## src/rtl/axis_fork_n.sv

```systemverilog
// AXI-Stream 1-to-N fork with a single-beat holding register.
// Beats are routed round-robin, broadcast, to a selected port, or dropped.
module axis_fork_n #(
   parameter int DATA_WD    = 64,
   parameter int NUM_M      = 4,
   parameter bit RR_ON_LAST = 1'b0
) (
   input  logic                     clk,
   input  logic                     rst_n,
   input  logic [1:0]               mode,
   input  logic [2:0]               sel,
   input  logic                     s_axis_tvalid,
   input  logic [DATA_WD-1:0]       s_axis_tdata,
   input  logic                     s_axis_tlast,
   output logic                     s_axis_tready,
   output logic [NUM_M-1:0]         m_axis_tvalid,
   output logic [NUM_M*DATA_WD-1:0] m_axis_tdata,
   output logic [NUM_M-1:0]         m_axis_tlast,
   input  logic [NUM_M-1:0]         m_axis_tready,
   output logic [2:0]               rr_ptr,
   output logic                     err_sel
);

   localparam logic [1:0] MODE_RR   = 2'd0;
   localparam logic [1:0] MODE_BC   = 2'd1;
   localparam logic [1:0] MODE_SEL  = 2'd2;
   localparam logic [2:0] RR_LAST   = 3'(NUM_M - 1);

   logic               valid_reg;
   logic               last_reg;
   logic [DATA_WD-1:0] data_reg;
   logic [NUM_M-1:0]   tgt;
   logic [NUM_M-1:0]   done;
   logic [NUM_M-1:0]   tgt_nxt;
   logic [NUM_M-1:0]   hs;
   logic [NUM_M-1:0]   got;
   logic               complete;
   logic               accept;
   logic               rr_step;
   logic               sel_bad;

   assign m_axis_tvalid = {NUM_M{valid_reg}} & tgt & ~done;
   assign m_axis_tdata  = {NUM_M{data_reg}};
   assign m_axis_tlast  = {NUM_M{last_reg}};

   // got: ports served so far including this cycle's handshakes
   assign hs       = m_axis_tvalid & m_axis_tready;
   assign got      = done | hs;
   assign complete = valid_reg && (got == tgt);

   assign s_axis_tready = !valid_reg || complete;
   assign accept        = s_axis_tvalid && s_axis_tready;

   assign sel_bad = 32'(sel) >= NUM_M;
   assign rr_step = accept && (mode == MODE_RR) &&
                    (!RR_ON_LAST || s_axis_tlast);

   always_comb begin
      tgt_nxt = '0;
      for (int i = 0; i < NUM_M; i++) begin
         unique case (mode)
            MODE_RR:  tgt_nxt[i] = (rr_ptr == 3'(i));
            MODE_BC:  tgt_nxt[i] = 1'b1;
            MODE_SEL: tgt_nxt[i] = (sel == 3'(i));
            default:  tgt_nxt[i] = 1'b0;
         endcase
      end
   end

   always_ff @(posedge clk or negedge rst_n) begin
      if (!rst_n) begin
         valid_reg <= 1'b0;
         last_reg  <= 1'b0;
         data_reg  <= '0;
         tgt       <= '0;
         done      <= '0;
         rr_ptr    <= 3'd0;
         err_sel   <= 1'b0;
      end else begin
         err_sel <= accept && (mode == MODE_SEL) && sel_bad;
         if (rr_step)
            rr_ptr <= (rr_ptr == RR_LAST) ? 3'd0 : rr_ptr + 3'd1;
         // an all-zero target leaves the stage empty, dropping the beat
         if (accept) begin
            valid_reg <= |tgt_nxt;
            data_reg  <= s_axis_tdata;
            last_reg  <= s_axis_tlast;
            tgt       <= tgt_nxt;
            done      <= '0;
         end else if (complete) begin
            valid_reg <= 1'b0;
            done      <= '0;
         end else if (valid_reg) begin
            done <= got;
         end
      end
   end

endmodule

```

## config.mk

```make
export PLATFORM = sky130hd
export DESIGN_NAME = axis_fork_n
export DESIGN_NICKNAME = d
export VERILOG_FILES = /design/src/rtl/axis_fork_n.sv
export SDC_FILE = /design/constraint.sdc
export NUM_CORES = 1
export LEC_CHECK = 0
export BUFFER_PORTS_ARGS = -buffer_cell sky130_fd_sc_hd__buf_2
export CAP_MARGIN = 20
export CELL_PAD_IN_SITES_DETAIL_PLACEMENT = 1
export CELL_PAD_IN_SITES_GLOBAL_PLACEMENT = 1
export CORE_MARGIN = 8
export CORE_UTILIZATION = 25
export CTS_BUF_LIST = sky130_fd_sc_hd__clkbuf_4 sky130_fd_sc_hd__clkbuf_8
export DETAILED_ROUTE_END_ITERATION = 7
export PLACE_DENSITY_LB_ADDON = 0.1
export SLEW_MARGIN = 15
export SYNTH_ARGS = -nofsm -noshare
export SYNTH_HDL_FRONTEND = slang
export SYNTH_SLANG_ARGS = --single-unit
```

## constraint.sdc

```tcl
create_clock -name clk -period 3.87 [get_ports clk]
set_input_delay 1.161 -clock clk [delete_from_list [all_inputs] [get_ports clk]]
set_output_delay 1.161 -clock clk [all_outputs]
set_load 0.01 [all_outputs]
```

==> run metrics <==
Non-Filler Instances=816; Area Growth Syn to Fin=15.6%; num rows=50; total track usage=0.113; Tightest Hold Check Type=reg -> reg; area occupied by multi-input gates=1190 sq um; Post-Syn Nets=505; XOR/XNOR share of the synthesized area=0.00186; CTS Buf Count=9; CP Max Fanout=5; Port Buf Inserts=345; mux cell area share after synthesis=0.167; Critical Path AT=2.11 ns; DR vias=3310; die footprint=23500 sq um; CP max-delay cell=a32oi_1; CTS Sinks=78; worst skew pair latency=0.35 ns; Final Hold Vio Count=0; Hold Path Origin=tgt[0]; CP Launch Point=m_axis_tready[2]; Synth warnings=0; CTS max path bufs=2; Worst R2R Setup Slack=1.58 ns; Reg area=1950 sq um; Max Clk Rate=306 MHz; largest net degree at the start of global routing=79; Post-Synth Adder-Cell Area=0.00531; HPWL Detailed=11.0 mm; height of the die=153 um; Slew @ Worst Pin=0.755 ns; # Post-CTS Setup Buffers=0; Area after DPL=5240 sq um; Req. time, crit path=2.71 ns; RR Startpoint=valid_reg; GP Congestion=0.720; placed cell count=800; most common cell after layout, fill and taps aside=buf_2; Final Critical Period=3.27 ns; Largest register FFs=64; RSZ-0062 raised after global routing=false; largest family of logic cells by synthesized area=buffers and inverters; Max-Cap Viols=0; fin area=5450 sq um; register area share after synthesis=0.414; Initial Utilization=0.254; worst hold stages=1; vias in the first global route=3623; initial DRC count=75; setup TNS=0 ns; relative slew slack=0.497; CTS tree=built; initial antenna violation count=0; Yosys top cell area share=0.414; Pleak=0.00286 uW; layout cells sized above 1=0.746; Tcrit/Tclk final=0.845; Seq cells post-synth=78; dominant cells by area after synthesis=dfrtp_1, buf_4, mux2_2; Worst Clk Skew=0.00747 ns; RR Endpoint=rr_ptr[0]; depth of the CTS H-tree=3; Pins Over Slew Limit=0; Final Setup Violations=0; I/O pin count=346; Post-Synthesis Cells=426; pwr/cell area=1060 nW/um^2; Routed WL per cell=16.8 um; Post-CTS Hold Buffers=0; hold endpoint=tgt[0]; DR vias/cell=4.06; Core Region=18600 sq um; peak supply drop=0.000311 V; total gr overflow=0; # nets final=656; clock transition at the registers of the reported paths=0.08 ns; Crit Path Category=in -> out; Critical Path End Type=output port; Fillers=2211; most frequent cells in the layout=buf_2, dfrtp_1, mux2_2; first-pass GRT wire length=21.3 mm; Yosys cell types=31; type of origin of the critical path=primary input; post-synthesis compound-gate area fraction=0.0388; synthesized area=4710 sq um; Synth Area in Simple Gates=0.0396; cell taking the most area after synthesis=dfrtp_1; cells on worst reg2reg path=5; Avg Cell Area, Syn=11.1 sq um; crit path cell chain=buf_2 -> nand2_1 -> a32oi_1 -> nand3_1 -> nand2_1 -> buf_2; PostCTS Resize Cnt=0; status=finished, final reports clean; clock root cell=clkbuf_8; First-pass DRT Iterations=4; DRC viols=0; Post-DRT Antenna Nets=0; DRT Wirelength=13.7 mm; ANT cells=0; Die W=153 um; Critical Path Max Stage Delay=0.28 ns
[power breakdown]
group	switching, uW	internal (uW)	leakage (uW)	total (uW)
clock network	316	332	0.0000976	648
logic	1820	1610	0.00184	3430
registers	465	1230	0.000925	1700
[through the flow]
step | setup WS, ns | hold slack (ns) | total power (uW) | util
floorplan | 0.983 | 0.519 | 4860 | -
global placement | 0.605 | 0.545 | 5230 | 0.282
detailed placement | 0.595 | 0.551 | 5260 | 0.282
CTS | 0.586 | 0.577 | 5960 | 0.293
global route | 0.460 | 0.593 | 6240 | 0.293
finish | 0.598 | 0.564 | 5780 | 0.293
[layout make-up]
| type | count | area share |
|---|---|---|
| Multi-Input combinational cell | 133 | 0.219 |
| Tap cell | 234 | 0.0537 |
| Inverter | 8 | 0.00551 |
| Clock buffer | 11 | 0.0278 |
| Clock inverter | 5 | 0.0106 |
| Timing Repair Buffer | 347 | 0.325 |
| Sequential cell | 78 | 0.358 |
[worst max-delay path by stage]
| stage | endpoint | cells after the start |
|---|---|---|
| CTS | s_axis_tready | 6 |
| floorplan | s_axis_tready | 4 |
| finish | s_axis_tready | 6 |
| detailed placement | s_axis_tready | 6 |
| global placement | s_axis_tready | 6 |
| global route | s_axis_tready | 6 |
[synth_stat cells]
cell,instances
buf_4,203
dfrtp_1,78
mux2_2,68
nor2_1,9
nand2_1,8
inv_1,7
o21ai_0,7
nor2b_1,6
a21oi_1,5
a32o_1,4
nor3_1,4
a31oi_1,2
a32oi_1,2
and3_1,2
buf_2,2
clkbuf_1,2
ha_1,2
nand3_1,2
a2111oi_4,1
a41o_1,1
and2_1,1
and4b_1,1
clkinv_1,1
mux2_1,1
mux2i_1,1
nand2b_1,1
nand3b_1,1
nor3b_2,1
o22ai_1,1
o311ai_0,1
xor2_1,1
[cells by family after synthesis]
family          count (synthesis)
compound gates                 24
simple gates                   36
flops                          78
fa+ha+maj                       2
buf+inv                       215
mux                            70
xor+xnor                        1
[critical path: cells and delay by family]
kind / cells / cell delay (ns)
AOI/OAI and AO/OA: 1 / 0.28
buffers and inverters: 2 / 0.24
and+or+nand+nor: 3 / 0.42
[metal layers]
metal	up-vias	GRT usage	routed length, um
met3	9	0.0519	1400
met5	-	0	0
met2	160	0.211	7350
met4	0	0.0297	137
li1	1511	-	-
met1	1630	0.111	4820
No activity file was read; power rests on OpenSTA's default activity.
